**config.mk**
```make
export PLATFORM = sky130hd
export DESIGN_NAME = mdr_mem_reader
export DESIGN_NICKNAME = d
export VERILOG_FILES = /design/src/rtl/mdr_mem_reader.sv
export SDC_FILE = /design/constraint.sdc
export NUM_CORES = 1
export LEC_CHECK = 0
export CAP_MARGIN = 40
export CORE_MARGIN = 4
export CORE_UTILIZATION = 39
export DETAILED_ROUTE_END_ITERATION = 6
export PLACE_DENSITY_LB_ADDON = 0.08
export SYNTH_ARGS = -nofsm -noshare
export SYNTH_HDL_FRONTEND = slang
export SYNTH_SLANG_ARGS = --single-unit
export TNS_END_PERCENT = 10
```
**constraint.sdc**
```tcl
create_clock -name clock -period 1.6 [get_ports clock]
set_input_delay 0.32 -clock clock [delete_from_list [all_inputs] [get_ports clock]]
set_output_delay 0.32 -clock clock [all_outputs]
set_load 0.01 [all_outputs]
```
**src/rtl/mdr_mem_reader.sv**
```systemverilog
// mdr_mem_reader: memory data register with two sources.
// A memory read is started by rd_start. The read strobe stays up until
// mem_ready arrives or the wait budget runs out. Captured data lands in the
// MDR, which is driven straight onto BusMuxIn. While idle, the MDR can also
// be loaded directly from BusMuxOut. Every output comes from a flop.
module mdr_mem_reader #(
  parameter int WIDTH   = 32,
  parameter int AW      = 9,
  parameter int TIMEOUT = 15
) (
  input  logic             clock,
  input  logic             clear,
  input  logic             rd_start,
  input  logic [AW-1:0]    rd_addr,
  input  logic             bus_load,
  input  logic [WIDTH-1:0] BusMuxOut,
  input  logic             mem_ready,
  input  logic [WIDTH-1:0] mem_rdata,
  output logic             mem_rd,
  output logic [AW-1:0]    mem_addr,
  output logic [WIDTH-1:0] BusMuxIn,
  output logic             busy,
  output logic             done,
  output logic             timeout
);

  // Wide enough to hold TIMEOUT, so the counter can never wrap.
  localparam int CW = $clog2(TIMEOUT + 1);
  localparam logic [CW-1:0] CNT_LAST = CW'(TIMEOUT - 1);

  typedef enum logic {S_IDLE, S_WAIT} state_t;

  state_t           state, state_n;
  logic [CW-1:0]    cnt, cnt_n;
  logic [WIDTH-1:0] mdr_n;
  logic [AW-1:0]    addr_n;
  logic             rd_n, busy_n, done_n, to_n;

  // State and all output registers; a low clear overrides every input.
  always_ff @(posedge clock) begin
    if (!clear) begin
      state    <= S_IDLE;
      cnt      <= '0;
      BusMuxIn <= '0;
      mem_addr <= '0;
      mem_rd   <= 1'b0;
      busy     <= 1'b0;
      done     <= 1'b0;
      timeout  <= 1'b0;
    end else begin
      state    <= state_n;
      cnt      <= cnt_n;
      BusMuxIn <= mdr_n;
      mem_addr <= addr_n;
      mem_rd   <= rd_n;
      busy     <= busy_n;
      done     <= done_n;
      timeout  <= to_n;
    end
  end

  // Next-state and next-output logic. done and timeout are single-cycle
  // pulses, so they default low on every cycle.
  always_comb begin
    state_n = state;
    cnt_n   = cnt;
    mdr_n   = BusMuxIn;
    addr_n  = mem_addr;
    rd_n    = mem_rd;
    busy_n  = busy;
    done_n  = 1'b0;
    to_n    = 1'b0;
    case (state)
      S_IDLE: begin
        // A read request takes priority; a bus load in the same cycle is dropped.
        if (rd_start) begin
          addr_n  = rd_addr;
          rd_n    = 1'b1;
          busy_n  = 1'b1;
          cnt_n   = '0;
          state_n = S_WAIT;
        end else if (bus_load) begin
          mdr_n = BusMuxOut;
        end
      end
      S_WAIT: begin
        // If data arrives on the last allowed cycle, the data wins over the abort.
        if (mem_ready) begin
          mdr_n   = mem_rdata;
          done_n  = 1'b1;
          rd_n    = 1'b0;
          busy_n  = 1'b0;
          state_n = S_IDLE;
        end else begin
          cnt_n = cnt + CW'(1);
          if (cnt == CNT_LAST) begin
            to_n    = 1'b1;
            rd_n    = 1'b0;
            busy_n  = 1'b0;
            state_n = S_IDLE;
          end
        end
      end
      default: state_n = S_IDLE;
    endcase
  end

endmodule

```
# Word level (Yosys, flattened, before mapping)
# Index checks and enable logic that the tools add are counted.
# Widths: inputs -> output; s select.
[word_totals] register_bits=49 inputBits=78 output_inout_bits=45 elab_cells=40
[classes] n_addsub=1 eq_ne=7 n_mux=17 bitwise_logic=2 n_reduce_logical=6
[op_table] op="$mux 32" n=3
[op_table] op="$pmux 32 s2" n=1
[op_table] op="$ne 2x2->1 const B" n=5
[op_table] op="$mux 1" n=8
[op_table] op="$mux 4" n=2
[op_table] op="$pmux 4 s2" n=1
[op_table] op="$reduce_and 2->1" n=4
[op_table] op="$add 4x1->4 const B" n=1
[op_table] op="$eq 4x4->1 const B" n=1
[op_table] op="$pmux 1 s2" n=2
[op_table] op="$ne 3x2->1 const B" n=1
[op_table] op="$reduce_and 3->1" n=1
[op_table] op="$reduce_or 3->1" n=1
[op_table] op="$not 1->1" n=2

# Depth between registers and ports, before layout
# Gate-level depths: netlist (run 1).
[depth] ltp_word=4 depth_mapped=7 ltp_nobuf=5

# Least setup slack after synthesis (run 1)
# OpenSTA, ideal clock, no wires.
[synth_timing] kind="register -> register" from="reg state" to="reg BusMuxIn[0]" setup_ns=0.116 arrival_ns=1.315 t_required_ns=1.484 path_slack_ns=0.169 path_stages_with_launch=8 n_path_buf=4 period_less_slack_ns=1.431 path_cell_list="dfxtp_1 -> buf_6 -> and2_4 -> buf_6 -> or2_1 -> buf_2 -> buf_6 -> o211a_1"
[synth_between] elab_chain_cells=3 elab_cells_between_ends=6 classes_between="eq/ne: 3; mux: 1; bitwise: 1; reduce/logical: 1"
[synth_lines] item="from (decl)" line="33" rtl="state_t state, state_n;"
[synth_lines] item="from (signal assigned)" line="51" rtl="state <= state_n;"
[synth_lines] item="$not 1->1 (no source line)"
[synth_lines] item="$ne 2x2->1 (no source line)"
[synth_lines] item="$reduce_and 3->1 (no source line)"
[synth_lines] item="to (signal assigned)" line="53" rtl="BusMuxIn <= mdr_n;"
[synth_lines] item="to (decl)" line="21" rtl="output logic [WIDTH-1:0] BusMuxIn,"
# Parallel ways exist; a longest one is shown, timed or not.
# A chain may end at the register's enable or synchronous reset.

# Worst setup path after layout (run 1)
[layout_timing] from="reg BusMuxIn[3]" to="out BusMuxIn[3]"
# No word-level cell between the ends.

==> key figures, run 1 <==
Yosys
  – Mean post-synth cell area: 9.94 um2
  – Synth top area share: 42.9%
  – Async set-or-reset flop fraction in the synthesized netlist: 0%
  – Post-synth EDFFs: 0
  – Main synth FF type: dfxtp_1
  – Ranking of synthesized cells by area: dfxtp_1 43%, o211a_1 14%, mux2i_1 14%
  – Yosys cell types: 27
  – Cells after Synth: 230
  – Syn Nets: 310
  – Synthesis warning total: 0
  – Seq cells post-synth: 49
  – Post-Syn Area: 0.00229 mm2
  – Register area share after synthesis: 42.9%
  – Commonest cells post-synth: 49 x dfxtp_1, 33 x o211a_1, 33 x o21ai_0
  – Count leader, synth: dfxtp_1
  – Synth area leader: dfxtp_1

Setup path
  – FF-to-FF path depth: 4
  – Worst setup startpoint: BusMuxIn[3]$_SDFFE_PN0P_
  – Crit path launch type: register
  – Setup CP Type: register to output port
  – Reg2reg start: state$_SDFF_PN0_
  – CP cell instances: clkdlybuf4s50_1
  – WP data required: 1280 ps
  – Slowest CP cell: clkdlybuf4s50_1
  – Crit path max fanout: 2
  – Worst path buffer plus inverter count: 1
  – Crit. End Element: output port
  – Crit path depth: 1
  – Crit-path leading delay family: buffers and inverters
  – Critical path arrival: 1200 ps
  – Slowest Stage Delay on Critical Path: 570 ps

Die
  – Core Box Area: 0.00561 mm2
  – Num rows: 27
  – Starting Density: 40.8%
  – Die height: 84.6 um
  – Die span in x: 84.6 um
  – Boundary pin count: 123
  – Die ar.: 0.00715 mm2

Cells and area
  – Ant diodes: 0
  – Final Util: 65.6%
  – Syn-to-layout area delta: 60.8%
  – NumNets Final: 428
  – Area of the multi-input gates: 0.00117 mm2
  – Share of cells above drive strength 1: 6.02%
  – Filler cells: 498
  – Register area: 982 um2

STA
  – Final Hold Viols: 0
  – Final setup TNS: 0 ps
  – Final Cycle Share: 94.7%
  – Max Slew Vio Count: 0
  – Fmax achieved: 660 MHz
  – Worst-Margin Slew: 335 ps
  – Min Tclk post-route: 1520 ps
  – RSZ-0062 raised after global routing: no
  – Setup violators final: 0
  – Clock Skew: 1.96 ps
  – Slew HR: 77.7%

Place
  – Final HPWL from detailed placement: 4600 um
  – IO Port Bufs: 122
  – GP Congestion: 0.747

Drt
  – Drt drc: 0
  – Drt initial violations: 83
  – Final WL: 6140 um
  – Routed Antenna Nets: 0
  – Routed WL per cell: 14.6 um
  – Vias per cell: 5.05
  – DR vias: 2126
  – Drt pass-1 iters: 6

Clocking
  – Max clock buf depth: 2
  – CTS clock-pin slew for the worst setup and hold paths: 80 ps
  – CTS tree: built
  – CTS buffer count: 5
  – Num Clock Sinks: 49
  – Number of H-tree levels: 2
  – Worst-skew pair later-pin latency: 290 ps
  – Hold Buf Count CTS: 0
  – Clk Tree Root Cell: clkbuf_8

Power and ir drop
  – PwrDens: 763 mW/mm2
  – Lkg Pwr: 1.70 nW
  – Worst VDD drop: 0.510 mV

Global route
  – Total gr overflow: 0
  – First-pass GRT wire length: 10200 um
  – Largest net degree at the start of global routing: 36
  – Initial antenna violation count: 0
  – All-layer global routing usage: 17.2%
  – Vias in the first global route: 2154

Flow run
  – Max Cap Violations: 0

Min path
  – Hold path cells: 2
  – Hold WC Path Type: register to register
  – HP Start: mem_addr[5]$_SDFFE_PN0P_

Outcome
  – Status: completed
## sequential cells by signal, summed over array words and instances (netlist names)
| register | cells |
|---|---|
| busy | 1 |
| BusMuxIn | 32 |
| cnt | 4 |
| timeout | 1 |
| state | 1 |
| mem_addr | 9 |
| done | 1 |
## worst register-to-register path, delay by kind of cell, from the launching register on
family / cells / cell delay [ps]
and+or+nand+nor: 2 / 410
DFF: 1 / 370
buffers and inverters: 1 / 210
AOI/OAI and AO/OA: 1 / 220
## layer usage
| layer | part of all wire, % | vias up | track usage (%) |
|---|---|---|---|
| met5 | 0 | - | 0 |
| met4 | 1.5 | 0 | 5.47 |
| met3 | 11 | 9 | 7.16 |
| met2 | 47 | 80 | 28.9 |
| met1 | 40 | 971 | 19.9 |
| li1 | - | 1066 | - |
## repair_timing
item                       4_1_cts  5_1_grt
gates resized for setup          0        2
buffers inserted                 0        0
setup endpoints to repair        0        2
## logic make-up (layout without fill, tap and decap cells)
group,count (synthesis),in the layout,share of synthesized area [%]
compound gates,84,84,27.1
flops,49,49,42.9
simple gates,37,37,8.54
mux,32,32,14.0
buf+inv,26,145,6.29
fa+ha+maj,2,2,1.09
## cell usage in the layout (no fill, tap or decap), types with 4 or more instances in the layout
cell type / count
and3_1: 4
o21ai_0: 33
o211a_1: 33
clkdlybuf4s50_1: 120
buf_4: 11
mux2i_1: 32
a21boi_1: 11
nand2_1: 19
clkbuf_8: 5
dfxtp_1: 48
## worst paths after layout
| kind | endpoint | slack [ps] |
|---|---|---|
| min reg2reg | mem_addr[5]$_SDFFE_PN0P_ | 460 |
| max reg2reg | BusMuxIn[7]$_SDFFE_PN0P_ | 300 |
| max | BusMuxIn[3] | 80 |
| min | mem_addr[5]$_SDFFE_PN0P_ | 460 |
## final cells by class
| type | count | share of cell area, % |
|---|---|---|
| Clock buffer | 8 | 2.18 |
| Inverter | 2 | 0.204 |
| Multi-Input combinational cell | 155 | 31.8 |
| Sequential cell | 49 | 26.7 |
| Tap cell | 72 | 2.45 |
| Timing Repair Buffer | 135 | 36.7 |
## power by group
part	switching, W	internal, W
Clock	0.000366	0.000311
Combinational	0.000281	0.000479
Sequential	0.0000522	0.00132
## through the flow
stage          instances  worst slack, ps  area [um2]  total power (W)  hold WS [ps]
3_3_place_gp         413            -92.2        3590          0.00215           439
6_report             421             84.4        3680          0.00280           457
3_5_place_dp         413             -128        3590          0.00217           448
2_1_floorplan        230              169        2290          0.00172           455
4_1_cts              421             31.6        3670          0.00285           460
5_1_grt              421             12.4        3680          0.00297           485
Note: power is estimated with default switching activity, not from simulation.
==> run 2, diff against run 1 <==
- ABC_AREA: unset -> 1
- CORE_UTILIZATION: 39 -> 40
==> key figures, run 2 <==
Outcome
  – Status: completed

Setup path
  – Crit path launch type: register
  – Crit-path leading delay family: buffers and inverters
  – Setup CP Type: register to output port
  – Slowest Stage Delay on Critical Path: 560 ps
  – Crit path depth: 1
  – Crit path max fanout: 3
  – Critical path arrival: 1210 ps
  – CP cell instances: clkdlybuf4s50_1
  – WP data required: 1280 ps
  – Worst path buffer plus inverter count: 1
  – FF-to-FF path depth: 6
  – Slowest CP cell: clkdlybuf4s50_1
  – Crit. End Element: output port

Yosys
  – Mean post-synth cell area: 6.13 um2
  – Synthesis warning total: 0
  – Synth area leader: dfxtp_1
  – Main synth FF type: dfxtp_1
  – Async set-or-reset flop fraction in the synthesized netlist: 0%
  – Post-Syn Area: 0.00238 mm2
  – Ranking of synthesized cells by area: dfxtp_1 41%, nand2_1 26%, nor2_1 14%
  – Count leader, synth: nand2_1
  – Post-synth EDFFs: 0
  – Seq cells post-synth: 49
  – Syn Nets: 469
  – Yosys cell types: 19
  – Register area share after synthesis: 41.1%
  – Commonest cells post-synth: 168 x nand2_1, 87 x nor2_1, 49 x dfxtp_1
  – Cells after Synth: 389
  – Synth top area share: 41.1%

STA
  – Clock Skew: 5.28 ps
  – RSZ-0062 raised after global routing: no
  – Min Tclk post-route: 1530 ps
  – Slew HR: 82.2%
  – Max Slew Vio Count: 0
  – Final Cycle Share: 95.3%
  – Final setup TNS: 0 ps
  – Final Hold Viols: 0
  – Worst-Margin Slew: 267 ps
  – Setup violators final: 0
  – Fmax achieved: 656 MHz

Die
  – Boundary pin count: 123
  – Die height: 85.2 um
  – Starting Density: 42.3%
  – Num rows: 27
  – Die ar.: 0.00726 mm2
  – Die span in x: 85.2 um
  – Core Box Area: 0.00564 mm2

Place
  – Dpl cells: 576
  – Final HPWL from detailed placement: 4840 um
  – IO Port Bufs: 122
  – GP Congestion: 0.835

Clocking
  – CTS buffer count: 5
  – Max clock buf depth: 2
  – CTS tree: built
  – CTS clock-pin slew for the worst setup and hold paths: 90 ps
  – Number of H-tree levels: 2
  – Hold Buf Count CTS: 0
  – Worst-skew pair later-pin latency: 290 ps
  – PostCTS Resize Cnt: 0
  – Post-CTS Setup Bufs: 0
  – Num Clock Sinks: 49
  – Clk Tree Root Cell: clkbuf_8

Global route
  – All-layer global routing usage: 17.2%
  – Vias in the first global route: 2235
  – Largest net degree at the start of global routing: 27
  – First-pass GRT wire length: 10300 um
  – Total gr overflow: 0
  – Initial antenna violation count: 0

Min path
  – Hold path cells: 4
  – Hold WC Path Type: input port to register

Cells and area
  – Biggest regs: BusMuxIn x32, mem_addr x9, cnt x4
  – Syn-to-layout area delta: 59.3%
  – Ant diodes: 0
  – Share of cells above drive strength 1: 4.88%
  – Layout Cells excl Fill: 584
  – NumNets Final: 591
  – Commonest non-fill, non-tap cells in the layout: 168 x nand2_1, 121 x clkdlybuf4s50_1, 87 x nor2_1
  – Max reg flops: 32
  – Commonest non-fill, non-tap cell in the layout: nand2_1
  – Biggest register: BusMuxIn

Power and ir drop
  – Lkg Pwr: 1.85 nW
  – Worst VDD drop: 0.494 mV
  – PwrDens: 807 mW/mm2

Drt
  – Drt pass-1 iters: 4
  – Final WL: 6230 um
  – DR vias: 2514
  – Drt initial violations: 60
  – Drt drc: 0
  – Vias per cell: 4.30
  – Routed WL per cell: 10.7 um
  – Routed Antenna Nets: 0

Flow run
  – Max Cap Violations: 0
[run 2: cell count changes in the layout (fill, tap and decap cells not counted), moves of 3 or more]
cell,previous run,this run
nor2_1,1,87
and3_1,4,0
o21ai_0,33,11
nand2_1,19,168
o21ai_1,3,0
nand3_1,0,4
mux2i_1,32,0
inv_1,2,36
o211a_1,33,0
clkbuf_1,3,0
nor2b_1,3,0
nand2b_1,3,0
a21oi_1,1,5
a21boi_1,11,0
[run 2: worst paths after layout]
check / from / to / slack (ps)
hold / removal: clear / BusMuxIn[29]$_SDFFE_PN0P_ / 480
setup reg to reg: state$_SDFF_PN0_ / BusMuxIn[31]$_SDFFE_PN0P_ / 300
setup / recovery: busy$_SDFFE_PN0P_ / mem_rd / 70
hold reg to reg: mem_addr[5]$_SDFFE_PN0P_ / mem_addr[5]$_SDFFE_PN0P_ / 480
[run 2: power by group]
part / leakage [nW] / internal (W) / switching, W
clock: 0.0542 / 0.000391 / 0.000380
combinational: 1.39 / 0.000507 / 0.000407
sequential: 0.405 / 0.00133 / 0.0000533
[run 2: routing by layer]
layer / up-vias / routed length (um) / GRT usage (%)
met1: 1063 / 2790 / 21.9
li1: 1382 / - / -
met4: 0 / 67 / 5.32
met3: 4 / 424 / 4.95
met5: - / 0 / 0
met2: 65 / 2950 / 28.2
[run 2: layout make-up]
type	count	area, um2
Fill cell	527	1840
Timing Repair Buffer	135	1350
Multi-Input combinational cell	282	1130
Sequential cell	49	981
Inverter	38	145
Clock buffer	7	96.3
Tap cell	72	90.1
Clock inverter	1	5.00
[run 2: kinds of logic (layout without fill, tap and decap cells)]
family                   count (synthesis)  after routing  share of synthesized area [%]
adder cells (fa/ha/maj)                  2              2                           1.05
AO/OA/AOI/OAI                           17             17                           3.62
flip-flops                              49             49                           41.1
XOR/XNOR                                 1              1                          0.367
buffers and inverters                   58            181                           11.4
AND/OR/NAND/NOR                        262            262                           42.4
[run 2: metrics by stage]
step / util, % / total power [W] / instance area, um2 / worst slack, ps / hold slack, ps
2_1_floorplan: - / 0.00184 / 2380 / 490 / 459
3_5_place_dp: 65.6 / 0.00234 / 3700 / 20.0 / 468
3_3_place_gp: 65.6 / 0.00232 / 3700 / 64.2 / 466
5_1_grt: 67.4 / 0.00327 / 3800 / 6.79 / 485
4_1_cts: 67.4 / 0.00312 / 3800 / 48.4 / 474
6_report: 67.4 / 0.00307 / 3800 / 75.0 / 484
==> run 3, diff against run 2 <==
- SLEW_MARGIN: unset -> 40
==> results of run 3 <==
The final DEF is identical to that of run 2; final timing and power are the same.
